--- config.mk ---
export PLATFORM = sky130hd
export DESIGN_NAME = result_display
export DESIGN_NICKNAME = d
export VERILOG_FILES = /design/src/rtl/result_display.sv
export SDC_FILE = /design/constraint.sdc
export NUM_CORES = 1
export LEC_CHECK = 0
export CAP_MARGIN = 15
export CELL_PAD_IN_SITES_DETAIL_PLACEMENT = 0
export CELL_PAD_IN_SITES_GLOBAL_PLACEMENT = 2
export CORE_ASPECT_RATIO = 1.4
export CORE_MARGIN = 4
export CORE_UTILIZATION = 34
export CTS_CLUSTER_DIAMETER = 150
export DETAILED_ROUTE_END_ITERATION = 6
export PLACE_DENSITY = 0.92
export SLEW_MARGIN = 20
export SYNTH_ARGS = -nofsm -noshare
export SYNTH_HDL_FRONTEND = slang
export SYNTH_SLANG_ARGS = --single-unit
export TNS_END_PERCENT = 30
--- constraint.sdc ---
create_clock -name clk -period 2.25 [get_ports clk]
set_clock_uncertainty 0.05 [all_clocks]
set_input_delay 0.5625 -clock clk [delete_from_list [all_inputs] [get_ports clk]]
set_output_delay 0.5625 -clock clk [all_outputs]
set_load 0.05 [all_outputs]
--- src/rtl/result_display.sv ---
// Result display: captures a 4-bit sign-magnitude result and shows it on a two-digit
// time-multiplexed seven-segment display (digit 1 = sign, digit 0 = magnitude).
// A new result is only accepted after the current one has been held for HOLD_CYCLES.
// Optional feature macro: RESULT_DISPLAY_OVF_EN shows magnitude 7 as 'E' and raises err.
module result_display #(
  parameter int unsigned REFRESH_DIV = 1000,
  parameter int unsigned HOLD_CYCLES = 8
) (
  input  logic       clk,
  input  logic       rst,
  input  logic       res_valid,
  output logic       res_ready,
  input  logic [3:0] result,
  input  logic       clr,
  output logic [6:0] seg,
  output logic [1:0] an,
  output logic       err
);

  localparam int unsigned RefW  = $clog2(REFRESH_DIV);
  localparam int unsigned HoldW = (HOLD_CYCLES > 1) ? $clog2(HOLD_CYCLES) : 1;
  localparam logic [RefW-1:0]  RefMax   = RefW'(REFRESH_DIV - 1);
  localparam logic [HoldW-1:0] HoldLoad = HoldW'(HOLD_CYCLES - 1);
  localparam logic [6:0] SegMinus = 7'b1000000;
  localparam logic [6:0] SegE     = 7'b1111001;
  localparam logic [6:0] SegBlank = 7'b0000000;

  typedef enum logic [1:0] {StBlank, StHold, StShow} state_e;

  state_e            state_q, state_d;
  logic [3:0]        val_q, val_d;
  logic [RefW-1:0]   ref_q, ref_d;
  logic              sel_q, sel_d;
  logic [HoldW-1:0]  hold_q, hold_d;
  logic [6:0]        seg_q, seg_d;
  logic [1:0]        an_q, an_d;
  logic              err_q, err_d;
  logic              accept;
  logic              ovf;

  function automatic logic [6:0] glyph(input logic [2:0] mag);
    logic [6:0] g;
    case (mag)
      3'd0:    g = 7'b0111111;
      3'd1:    g = 7'b0000110;
      3'd2:    g = 7'b1011011;
      3'd3:    g = 7'b1001111;
      3'd4:    g = 7'b1100110;
      3'd5:    g = 7'b1101101;
      3'd6:    g = 7'b1111101;
      default: g = 7'b0000111;
    endcase
    return g;
  endfunction

`ifdef RESULT_DISPLAY_OVF_EN
  // Magnitude 7 cannot come from two 3-bit operands, so it flags an upstream fault.
  assign ovf = (val_q[2:0] == 3'd7);
`else
  assign ovf = 1'b0;
`endif

  assign res_ready = (state_q != StHold) && !clr;
  assign accept    = res_valid && res_ready;

  // Next state: clr beats accept; accept restarts the scan at digit 0.
  always_comb begin
    state_d = state_q;
    val_d   = val_q;
    ref_d   = ref_q;
    sel_d   = sel_q;
    hold_d  = hold_q;
    if (clr) begin
      state_d = StBlank;
      ref_d   = '0;
      sel_d   = 1'b0;
    end else if (accept) begin
      state_d = StHold;
      val_d   = result;
      ref_d   = '0;
      sel_d   = 1'b0;
      hold_d  = HoldLoad;
    end else begin
      case (state_q)
        StHold: begin
          if (hold_q == '0) begin
            state_d = StShow;
          end else begin
            hold_d = hold_q - HoldW'(1);
          end
        end
        StShow: ;
        default: begin
          state_d = StBlank;
          ref_d   = '0;
          sel_d   = 1'b0;
        end
      endcase
      if (state_q != StBlank) begin
        if (ref_q == RefMax) begin
          ref_d = '0;
          sel_d = ~sel_q;
        end else begin
          ref_d = ref_q + RefW'(1);
        end
      end
    end
  end

  // Display decode from the pre-edge state, registered for glitch-free outputs.
  always_comb begin
    seg_d = SegBlank;
    an_d  = 2'b00;
    err_d = 1'b0;
    if (state_q != StBlank) begin
      err_d = ovf;
      if (!sel_q) begin
        an_d  = 2'b01;
        seg_d = ovf ? SegE : glyph(val_q[2:0]);
      end else begin
        an_d  = 2'b10;
        // Negative zero shows no minus sign.
        seg_d = (!ovf && val_q[3] && (val_q[2:0] != 3'd0)) ? SegMinus : SegBlank;
      end
    end
  end

  // State and output registers with synchronous reset.
  always_ff @(posedge clk) begin
    if (rst) begin
      state_q <= StBlank;
      val_q   <= '0;
      ref_q   <= '0;
      sel_q   <= 1'b0;
      hold_q  <= '0;
      seg_q   <= '0;
      an_q    <= '0;
      err_q   <= 1'b0;
    end else begin
      state_q <= state_d;
      val_q   <= val_d;
      ref_q   <= ref_d;
      sel_q   <= sel_d;
      hold_q  <= hold_d;
      seg_q   <= seg_d;
      an_q    <= an_d;
      err_q   <= err_d;
    end
  end

  assign seg = seg_q;
  assign an  = an_q;
  assign err = err_q;

endmodule

==> impl_metrics.py <==
metrics = {
    "floorplan": {
        "initial_utilization_pct": 34.80,
        "core_area_sq_um": 3919,
        "rows": 27,
        "chipHeight_um": 82.94,
        "ios": 19,
        "design.die.area_sq_um": 5103,
        "die_w_um": 61.53,
    },
    "routing": {
        "drt_first_pass_iters": 4,
        "drc": 0,
        "drt_iter0_drc": 41,
        "wl_um": 2976,
        "num_vias": 1206,
        "detail-route-antenna-nets": 0,
        "wl_per_cell_um": 13.47,
        "vias_per_cell": 5.457,
    },
    "global_routing": {
        "grt_pass1_vias": 1147,
        "grt_max_degree": 15,
        "grtUsageTotal_pct": 13.17,
        "grt_antenna_before_repair": 0,
        "grt.overflow.total": 0,
        "grt_pass1_wl_um": 5099,
    },
    "synthesis": {
        "ys_seq_elements": 29,
        "yosys_warnings": 0,
        "yosysSeqAreaShare_pct": 42.57,
        "synth_adder_area_share_pct": 5.505,
        "synth-edff-count": 0,
        "netlist-cell-type-count": 42,
        "synth_area_sq_um": 1364,
        "synthSimpleGateAreaFrac_pct": 23.67,
        "synthMuxAreaShare_pct": 1.560,
        "synth_nets": 170,
        "syn_area_per_cell_sq_um": 8.742,
        "synth_xor_area_share_pct": 2.569,
        "synthCells": 156,
        "async_reset_ff_share_pct": 0,
        "synth-main-ff-cell": "dfxtp_1",
        "synth_top_family_by_area": "simple AND/OR/NAND/NOR gates",
        "synth_compound_area_share_pct": 19.45,
    },
    "job": {
        "max_cap_viol_count": 0,
    },
    "setup_path": {
        "slowest_delay_ns": 0.45,
        "path_max_fanout": 4,
        "cp-start-kind": "primary input",
        "end_kind": "output pin",
        "required_ns": 1.64,
        "critPathArrivalTime_ns": 1.42,
        "slowest_stage": "clkdlybuf4s50_1",
        "path_class": "in -> out",
        "path_cells": "clkdlybuf4s50_1 > nor2_1 > buf_12",
    },
    "outcome": {
        "outcome": "finished clean",
    },
    "sta": {
        "finalCriticalPeriod_ns": 2.031,
        "finalSetupTns_ns": 0,
        "setup_slack_ns": 0.2188,
        "worstMarginPinSlew_ns": 0.5052,
        "maxSlewHeadroom_pct": 66.21,
        "grt_setup_unrepaired": "no",
        "drv_slew": 0,
        "hold_viol": 0,
        "fmax_ghz": 0.4923,
        "min_period_over_period_pct": 90.27,
        "setup_viol": 0,
    },
    "clock_tree": {
        "path_clk_slew_ns": 0.06,
        "clk_path_buf_depth": 2,
        "insertion_delay_ns": 0.28,
        "cts_hold_buf": 0,
        "cts_sinks": 29,
        "cts_tree": "done",
        "htreeDepth": 2,
        "root_buffer": "clkbuf_8",
        "post_cts_buffers": 0,
        "numCtsBuffers": 5,
        "ctsResizeCount": 0,
    },
    "min_path": {
        "holdCritPathClass": "reg -> reg",
    },
    "pwr": {
        "irDropWorstVdd_mv": 0.4347,
        "power.leakage_nw": 0.6169,
        "total_power_mw": 1.042,
        "cellPowerDensity_nw_per_um2": 621.8,
    },
    "place": {
        "port_buffers": 17,
        "gp_congestion": 0.9069,
        "place_ws_ns": 0.2254,
        "place_hpwl_um": 2244,
    },
    "finish": {
        "nFillCells": 406,
        "n_antenna_cell": 0,
        "drive_above_1_share_pct": 9.551,
        "area_growth_pct": 22.94,
        "nets": 191,
    },
}
cell usage after synthesis (all sizes together) (2+ instances only):
library cell,instances,area (sq um)
dfxtp,29,580.6
a21oi,15,75.07
nand3,12,65.06
nand2,11,41.29
nor2,10,37.54
o21ai,9,45.04
a31oi,7,50.05
inv,7,26.28
ha,6,75.07
clkbuf,5,18.77
nand2b,4,25.02
and2,2,12.51
and3,2,17.52
buf,2,15.01
nand3b,2,15.01
nand4,2,12.51
nand4b,2,17.52
nor2b,2,12.51
nor3b,2,15.01
nor4,2,12.51
o211ai,2,15.01
o21a,2,15.01
o31ai,2,15.01
xnor2,2,17.52
xor2,2,17.52
flip-flops by register name (all words and copies together), names as in the netlist:
name     flops
hold_q       3
ref_q       10
seg          7
an           2
state_q      2
sel_q        1
val_q        4
critical path, delay by kind of cell:
family / cells / cell delay, ns
buf+inv: 2 / 0.62
simple gates: 1 / 0.23
worst paths after layout:
check        slack [ns]         to  cells past startpoint  startpoint
max                0.22  res_ready                      3         clr
min                0.41   val_q[3]                      2    val_q[3]
max reg2reg        0.52     seg[3]                      6  state_q[0]
min reg2reg        0.41   val_q[3]                      2    val_q[3]
layout make-up:
type,count,area [sq um],share of cell area [%]
repair buffers,21,210.2,12.54
inverters,7,26.28,1.567
well taps,43,53.80,3.209
multi-input cells,113,723.2,43.13
flip-flops and latches,29,580.6,34.63
clock buffers,6,72.57,4.328
clock inverters,2,10.01,0.5970
stage by stage:
stage | hold slack, ns | cell area, sq um | utilization, % | instances
floorplan | 0.3867 | 1364 | - | 156
global placement | 0.3983 | 1594 | 40.68 | 213
detailed placement | 0.4058 | 1594 | 40.68 | 213
CTS | 0.4147 | 1677 | 42.78 | 221
global route | 0.4393 | 1677 | 42.78 | 221
finish | 0.4106 | 1677 | 42.78 | 221
cells by family (layout without fill, tap and decap cells):
family / count (synthesis) / after routing
compound gates: 43 / 43
xor+xnor: 4 / 4
fa+ha+maj: 6 / 6
buf+inv: 14 / 36
flops: 29 / 29
mux: 2 / 2
other cells: 1 / 1
simple gates: 57 / 57
cell usage in the layout (no fill, tap or decap), drive strengths merged, types with 4 or more instances in the layout:
cell type and instances:
dfxtp 29, clkdlybuf4s50 16, a21oi 15, nand3 12, nand2 11, nor2 10
o21ai 9, inv 7, a31oi 7, ha 6, clkbuf 6, buf 5
nand2b 4
metal layers:
metal  share of wire (%)  GRT usage [%]  up-vias
met2                  48          20.59       24
met1                  44          15.27      567
met3                 4.9          4.821       11
met5                   0              0        -
met4                 2.8          6.371        0
li1                    -              -      604
where the power goes:
part | switching (mW) | leakage, nW | internal, mW
Sequential | 0.00847 | 0.235 | 0.524
Clock | 0.192 | 0.0450 | 0.214
Combinational | 0.0593 | 0.337 | 0.0451
Total | 0.260 | 0.617 | 0.783
No activity file was read; power rests on OpenSTA's default activity.
